[src/rtl/ps2_pkg.sv]
// ps2_pkg: shared definitions for the PS/2 keyboard receiver.
//   - receiver FSM state encoding
//   - frame length and the E0 / F0 prefix scan codes
//   - packed key-event record pushed into the event FIFO
package ps2_pkg;

  typedef enum logic [1:0] {
    ST_IDLE,
    ST_RECV,
    ST_CHECK
  } ps2_state_e;

  // start + 8 data + parity + stop
  localparam int PS2_FRAME_BITS = 11;

  localparam logic [7:0] PS2_EXT = 8'hE0;
  localparam logic [7:0] PS2_BRK = 8'hF0;

  typedef struct packed {
    logic       ext;
    logic       brk;
    logic [7:0] code;
  } ps2_evt_t;

  localparam int PS2_EVT_W = $bits(ps2_evt_t);

  // Odd parity: data bits plus the parity bit must hold an odd number of ones.
  function automatic logic odd_par_ok(input logic [8:0] data_par);
    return ^data_par;
  endfunction

endpackage

[src/rtl/ps2_evt_fifo.sv]
// ps2_evt_fifo: small synchronous first-word-fall-through FIFO.
//   dspclk, reset_n : clock, asynchronous active-low reset
//   push, din       : write request and data (ignored when full unless popping)
//   pop             : consume head entry (ignored when empty)
//   dout            : head entry, valid whenever !empty
//   full, empty     : occupancy flags
// A push and pop in the same cycle on a full FIFO both succeed.
module ps2_evt_fifo #(
  parameter int WIDTH = 10,
  parameter int DEPTH = 4
) (
  input  logic             dspclk,
  input  logic             reset_n,
  input  logic             push,
  input  logic [WIDTH-1:0] din,
  input  logic             pop,
  output logic [WIDTH-1:0] dout,
  output logic             full,
  output logic             empty
);

  localparam int AW = $clog2(DEPTH);

  logic [WIDTH-1:0] mem [DEPTH];
  logic [AW-1:0]    wr_ptr;
  logic [AW-1:0]    rd_ptr;
  logic [AW:0]      count;
  logic             wr_en;
  logic             rd_en;

  assign full  = (count == (AW+1)'(DEPTH));
  assign empty = (count == '0);
  assign dout  = mem[rd_ptr];

  // When full, a simultaneous pop frees the slot the write lands in.
  assign wr_en = push && (!full || pop);
  assign rd_en = pop && !empty;

  always_ff @(posedge dspclk or negedge reset_n) begin
    if (!reset_n) begin
      // NOTE: the storage is reset too so the head outputs read zero out of
      // reset; affordable here because the FIFO is only a few entries deep.
      for (int i = 0; i < DEPTH; i++) mem[i] <= '0;
      wr_ptr <= '0;
      rd_ptr <= '0;
      count  <= '0;
    end else begin
      if (wr_en) begin
        mem[wr_ptr] <= din;
        wr_ptr      <= wr_ptr + AW'(1);
      end
      if (rd_en) rd_ptr <= rd_ptr + AW'(1);
      case ({wr_en, rd_en})
        2'b10:   count <= count + (AW+1)'(1);
        2'b01:   count <= count - (AW+1)'(1);
        default: count <= count;
      endcase
    end
  end

endmodule

[src/rtl/ps2_rx_decoder.sv]
// ps2_rx_decoder: PS/2 keyboard receiver and scan-code decoder.
//   dspclk, reset_n  : system clock, asynchronous active-low reset
//   hid_clk, hid_dat : asynchronous PS/2 pins
//   rx_valid/rx_ready: valid/ready handshake for the head key event
//   rx_code, rx_ext, rx_brk : head event scan code, E0 and F0 prefix flags
//   par_err, frm_err, ovf   : one-cycle error pulses
//   err_cnt          : saturating count of all error pulses
//   busy             : a frame is being received
module ps2_rx_decoder
  import ps2_pkg::*;
#(
  parameter int FILT_LEN   = 8,
  parameter int TIMEOUT    = 100000,
  parameter int FIFO_DEPTH = 4,
  parameter int ERR_W      = 8
) (
  input  logic             dspclk,
  input  logic             reset_n,
  input  logic             hid_clk,
  input  logic             hid_dat,
  output logic             rx_valid,
  input  logic             rx_ready,
  output logic [7:0]       rx_code,
  output logic             rx_ext,
  output logic             rx_brk,
  output logic             par_err,
  output logic             frm_err,
  output logic             ovf,
  output logic [ERR_W-1:0] err_cnt,
  output logic             busy
);

  localparam int FW    = (FILT_LEN > 1) ? $clog2(FILT_LEN) : 1;
  localparam int TMO_W = $clog2(TIMEOUT + 1);

  // Front end: synchroniser, clock glitch filter, falling-edge detect.
  logic          clk_s1, clk_s2, dat_s1, dat_s2;
  logic          filt_clk;
  logic [FW-1:0] filt_cnt;
  logic          fall_evt;

  always_ff @(posedge dspclk or negedge reset_n) begin
    if (!reset_n) begin
      clk_s1   <= 1'b1;
      clk_s2   <= 1'b1;
      dat_s1   <= 1'b1;
      dat_s2   <= 1'b1;
      filt_clk <= 1'b1;
      filt_cnt <= '0;
      fall_evt <= 1'b0;
    end else begin
      // NOTE: non-blocking assignments make every flop sample the old value of
      // its predecessor, which is what turns this chain into a 2-flop synchroniser.
      clk_s1   <= hid_clk;
      clk_s2   <= clk_s1;
      dat_s1   <= hid_dat;
      dat_s2   <= dat_s1;
      fall_evt <= 1'b0;
      // Count consecutive samples disagreeing with the filtered level; the
      // level flips only after FILT_LEN of them in a row.
      if (clk_s2 != filt_clk) begin
        if (filt_cnt == FW'(FILT_LEN - 1)) begin
          filt_clk <= clk_s2;
          filt_cnt <= '0;
          fall_evt <= filt_clk;
        end else begin
          filt_cnt <= filt_cnt + FW'(1);
        end
      end else begin
        filt_cnt <= '0;
      end
    end
  end

  // Frame FSM and decode.
  ps2_state_e     state;
  logic [9:0]     shreg;      // {stop, parity, data[7:0]} once the frame is in
  logic [3:0]     bit_cnt;
  logic [TMO_W-1:0] tmo_cnt;
  logic           ext_flag, brk_flag;

  logic           fifo_full, fifo_empty, pop;
  ps2_evt_t       head, push_evt;

  logic           chk_frm, chk_par, good, is_ext, is_brk;
  logic           push_req, drop, tmo_hit, err_hit;

  assign pop = rx_valid && rx_ready;

  always_comb begin
    // NOTE: every output of this block is given a default first so that no
    // path leaves a signal unassigned and infers a latch.
    chk_frm  = 1'b0;
    chk_par  = 1'b0;
    good     = 1'b0;
    if (state == ST_CHECK) begin
      chk_frm = !shreg[9];
      chk_par = shreg[9] && !odd_par_ok(shreg[8:0]);
      good    = shreg[9] && odd_par_ok(shreg[8:0]);
    end
    is_ext   = good && (shreg[7:0] == PS2_EXT);
    is_brk   = good && (shreg[7:0] == PS2_BRK);
    push_req = good && !is_ext && !is_brk;
    drop     = push_req && fifo_full && !pop;
    tmo_hit  = (state == ST_RECV) && !fall_evt && (tmo_cnt == TMO_W'(TIMEOUT - 1));
    err_hit  = chk_frm || chk_par || drop || tmo_hit;
    push_evt = '{ext: ext_flag, brk: brk_flag, code: shreg[7:0]};
  end

  always_ff @(posedge dspclk or negedge reset_n) begin
    if (!reset_n) begin
      state    <= ST_IDLE;
      shreg    <= '0;
      bit_cnt  <= '0;
      tmo_cnt  <= '0;
      ext_flag <= 1'b0;
      brk_flag <= 1'b0;
      par_err  <= 1'b0;
      frm_err  <= 1'b0;
      ovf      <= 1'b0;
      err_cnt  <= '0;
    end else begin
      par_err <= chk_par;
      frm_err <= chk_frm || tmo_hit;
      ovf     <= drop;
      if (err_hit && (err_cnt != '1)) err_cnt <= err_cnt + ERR_W'(1);

      case (state)
        ST_IDLE: begin
          tmo_cnt <= '0;
          // A high "start" bit is line noise or a lost frame tail: ignore it.
          if (fall_evt && !dat_s2) begin
            state   <= ST_RECV;
            bit_cnt <= 4'd1;
          end
        end
        ST_RECV: begin
          if (fall_evt) begin
            shreg   <= {dat_s2, shreg[9:1]};
            bit_cnt <= bit_cnt + 4'd1;
            tmo_cnt <= '0;
            if (bit_cnt == 4'(PS2_FRAME_BITS - 1)) state <= ST_CHECK;
          end else if (tmo_hit) begin
            state <= ST_IDLE;
          end else begin
            tmo_cnt <= tmo_cnt + TMO_W'(1);
          end
        end
        ST_CHECK: begin
          state <= ST_IDLE;
          if (chk_frm || chk_par) begin
            ext_flag <= 1'b0;
            brk_flag <= 1'b0;
          end else if (is_ext) begin
            ext_flag <= 1'b1;
          end else if (is_brk) begin
            brk_flag <= 1'b1;
          end else begin
            // Pushed or dropped, the prefixes belong to this code only.
            ext_flag <= 1'b0;
            brk_flag <= 1'b0;
          end
        end
        default: state <= ST_IDLE;
      endcase
    end
  end

  assign busy = (state != ST_IDLE);

  ps2_evt_fifo #(
    .WIDTH (PS2_EVT_W),
    .DEPTH (FIFO_DEPTH)
  ) u_fifo (
    .dspclk  (dspclk),
    .reset_n (reset_n),
    .push    (push_req),
    .din     (push_evt),
    .pop     (pop),
    .dout    (head),
    .full    (fifo_full),
    .empty   (fifo_empty)
  );

  assign rx_valid = !fifo_empty;
  assign rx_code  = head.code;
  assign rx_ext   = head.ext;
  assign rx_brk   = head.brk;

endmodule

[config.mk]
export PLATFORM = sky130hd
export DESIGN_NAME = ps2_rx_decoder
export DESIGN_NICKNAME = d
export VERILOG_FILES = /design/src/rtl/ps2_pkg.sv /design/src/rtl/ps2_evt_fifo.sv /design/src/rtl/ps2_rx_decoder.sv
export SDC_FILE = /design/constraint.sdc
export NUM_CORES = 1
export LEC_CHECK = 0
export CORE_AREA = 2 2 145 147
export CTS_BUF_LIST = sky130_fd_sc_hd__clkbuf_2 sky130_fd_sc_hd__clkbuf_4 sky130_fd_sc_hd__clkbuf_8
export CTS_CLUSTER_DIAMETER = 120
export DETAILED_ROUTE_END_ITERATION = 6
export DIE_AREA = 0 0 147 149
export GPL_TIMING_DRIVEN = 0
export SYNTH_ARGS = -nofsm -noshare
export SYNTH_HDL_FRONTEND = slang
export SYNTH_SLANG_ARGS = --single-unit
[constraint.sdc]
create_clock -name dspclk -period 4.57 [get_ports dspclk]
set_input_delay 0.914 -clock dspclk [delete_from_list [all_inputs] [get_ports dspclk]]
set_output_delay 0.914 -clock dspclk [all_outputs]
set_load 0.1 [all_outputs]
==> reports/results.ini <==
[placement]
dp.cells=696
portBuffers=27
finalWeightedCongestion=0.784
dpl.hpwl_mm=6.84

[sta]
finalMaxSlewViolations=0
layout_min_cycle_time_ps=4040
setup_viol=0
slew-limit-headroom=0.330
fmax_mhz=248
post-route-period-util=0.883
tightest_slew_ps=1000
whs_ps=362
hold_viol_final=0
rsz0062_at_grt=no
timing.setup.tns_ps=0
fin_skew_ps=12.7

[die]
die_w_um=147
die_area_um2=21900
core-area_um2=20600
row_count=53
io_pins=28
initial_core_util=0.244
die_y_um=149

[grt]
track_usage=0.0930
grt_pass1_wl_mm=16.3
grt_overflow=0
grt_pass1_vias=3245
grt_max_degree=55
grt_antenna_before_repair=0

[routing]
routed-via-count=3106
postRouteWirelength_mm=9.59
drc=0
first_iter_violations=228
first_pass_iters=4
postRouteAntennaNets=0
via_per_inst=4.36
wl_per_cell_um=13.5

[clock_tree]
cts_tree=yes
htree_levels=3
postCtsSetupBuffers=0
clk_latency_ps=360
cts_root_buffer=clkbuf_8
clk_path_buf_depth=2
holdBufCountCts=0
cts-resized-gates=0
cts_buffers=9
clkSinkCount=102
clk_pin_slew_ps=90

[finish]
nets=454
layout-drive-gt1-share=0.220
final_cells=712
seq_area_um2=2560
syn_to_final_growth_pct=16.7
final_core_util=0.285
multi_input_area_um2=2310
fillers=2111
diodes=0

[logic_synthesis]
synth_ff_type=dfrtp_1
synthCells=393
synthMuxAreaShare=0.183
synthSimpleGateAreaFrac=0.124
yosys.area_share.adder=0.0439
ys_warn_count=0
netlist_area_um2=5010
synth-seq-cells=102
synth_commonest_cells=dfrtp_1 (97), mux2_4 (40), o21ai_0 (26)
synth.area.top_cells=dfrtp_1 (48%), mux2_4 (12%), mux4_2 (4.5%), ha_1 (4.0%), dfstp_2 (2.6%)
synth-xor-area-share=0.0432
synth_nets=415
avgSynthCellArea_um2=12.8
yosysUniqueCellTypes=51
synth_edf_count=0
synth_most_common_cell=dfrtp_1
yosysTopAreaCell=dfrtp_1
synth_top_family_by_area=multiplexers
synth_compound_area_frac=0.0659
synth-seq-area-share=0.510
synthArstFlopShare=1.00
synth_top_area_frac=0.484

[pwr]
intPower_mw=1.30
power_switching_mw=0.493
leakagePower_nw=2.49
p_seq_frac=0.544
switching_share=0.275
total_power_mw=1.80
p_per_area_nw_per_um2=307
ir_worst_vdd_uv=148
p_clk_frac=0.315
pwr-share-comb=0.141

[setup_path]
cp_max_fo=10
cp_slowest_cell=clkdlybuf4s50_1
cp_cell_sequence=buf_1, mux4_2, clkdlybuf4s50_1
worstPathRequired_ps=3660
worstPathArrival_ps=3120
crit_type=reg -> out
startpoint_type=flop
r2r-start=shreg[6]
worst_setup_path_end_kind=output port
critPathMaxStageDelay_ps=980
reg2reg_to=u_fifo.count[2]
reg2regPathDepth=11
r2r_slack_ps=1640

[hold_path]
min_from=dat_s1
hold_path_end=dat_s2
min_path_cells=0
hold_class=reg -> reg

[run]
maxCapViolations=0

[run_status]
status=complete, no violations

registers in the layout (all words and copies together), names as in the netlist:
register       flops
shreg             10
u_fifo.count       3
u_fifo.rd_ptr      2
ovf                1
bit_cnt            4
clk_s1             1
frm_err            1
tmo_cnt           17
dat_s2             1
dat_s1             1
ext_flag           1
fall_evt           1
u_fifo.wr_ptr      2
err_cnt            8
u_fifo.mem        40
clk_s2             1
filt_clk           1
par_err            1
state              2
brk_flag           1
filt_cnt           3
per-stage QoR:
| step | area [um2] | worst slack (ps) |
|---|---|---|
| after floorplan | 5010 | 1920 |
| after CTS | 5850 | 458 |
| after global routing | 5850 | 376 |
| after detailed placement | 5650 | 869 |
| final | 5850 | 535 |
| after global placement | 5630 | -1120 |
worst max-delay path by stage:
stage / startpoint / endpoint / slack [ps] / cells after the start
floorplan: u_fifo.rd_ptr[0] / rx_brk / 1920 / 2
global placement: reset_n / err_cnt[6] / -1120 / 1
detailed placement: u_fifo.rd_ptr[0] / rx_code[2] / 870 / 3
CTS: u_fifo.rd_ptr[0] / rx_code[2] / 460 / 3
global route: u_fifo.rd_ptr[0] / rx_code[2] / 380 / 3
finish: u_fifo.rd_ptr[0] / rx_code[7] / 530 / 3
placed cells by master, fill, tap and decap left out, types with 3 or more instances in the layout:
cell	Yosys	final
buf_6	4	4
xnor2_1	9	9
o21ai_0	26	26
nand2_1	24	24
nand4_1	4	4
mux2_2	6	6
inv_1	19	19
clkbuf_8	0	9
a22o_1	3	3
xor2_1	8	8
nor3_1	7	7
ha_1	16	16
or3_1	12	12
clkdlybuf4s50_1	0	26
and2_1	9	9
dfrtp_1	97	97
and3_1	5	5
o211ai_1	5	5
nor2_1	11	11
clkbuf_1	5	5
mux4_2	10	10
mux2_4	40	40
nand2b_1	5	5
nand3_1	15	15
dfstp_2	5	5
a21oi_1	14	14
cell type report:
cell class,count,area share
plain buffers,12,0.0133
flip-flops and latches,102,0.437
inverters,19,0.0122
repair buffers,28,0.0505
clock inverters,7,0.0126
clock buffers,9,0.0212
well taps,275,0.0588
multi-input cells,260,0.394
worst max-delay path: cells and delay by family, from the launching register on:
kind | cells | cell delay [ps]
muxes | 1 | 630
buffers and inverters | 2 | 1690
DFF | 1 | 430
layer usage:
| metal | vias up | GRT usage | part of all wire |
|---|---|---|---|
| met3 | 11 | 0.0254 | 0.039 |
| met1 | 1567 | 0.117 | 0.46 |
| li1 | 1475 | - | - |
| met2 | 53 | 0.159 | 0.49 |
| met5 | - | 0 | 0 |
| met4 | 0 | 0.0240 | 0.011 |
cell families after synthesis:
logic type	Yosys count
AND/OR/NAND/NOR	108
buffers and inverters	31
multiplexers	58
XOR/XNOR	20
AO/OA/AOI/OAI	57
adder cells (fa/ha/maj)	17
flip-flops	102
power groups by stage:
| stage | logic (mW) | registers [mW] | clock network [mW] |
|---|---|---|---|
| final | 0.254 | 0.977 | 0.565 |
| after global routing | 0.282 | 0.982 | 0.624 |
| after CTS | 0.261 | 0.978 | 0.585 |
| after detailed placement | 0.258 | 0.996 | 0 |
| after global placement | 0.241 | 0.993 | 0 |
| after floorplan | 0.180 | 0.988 | 0 |
Note: power is estimated with default switching activity, not from simulation.
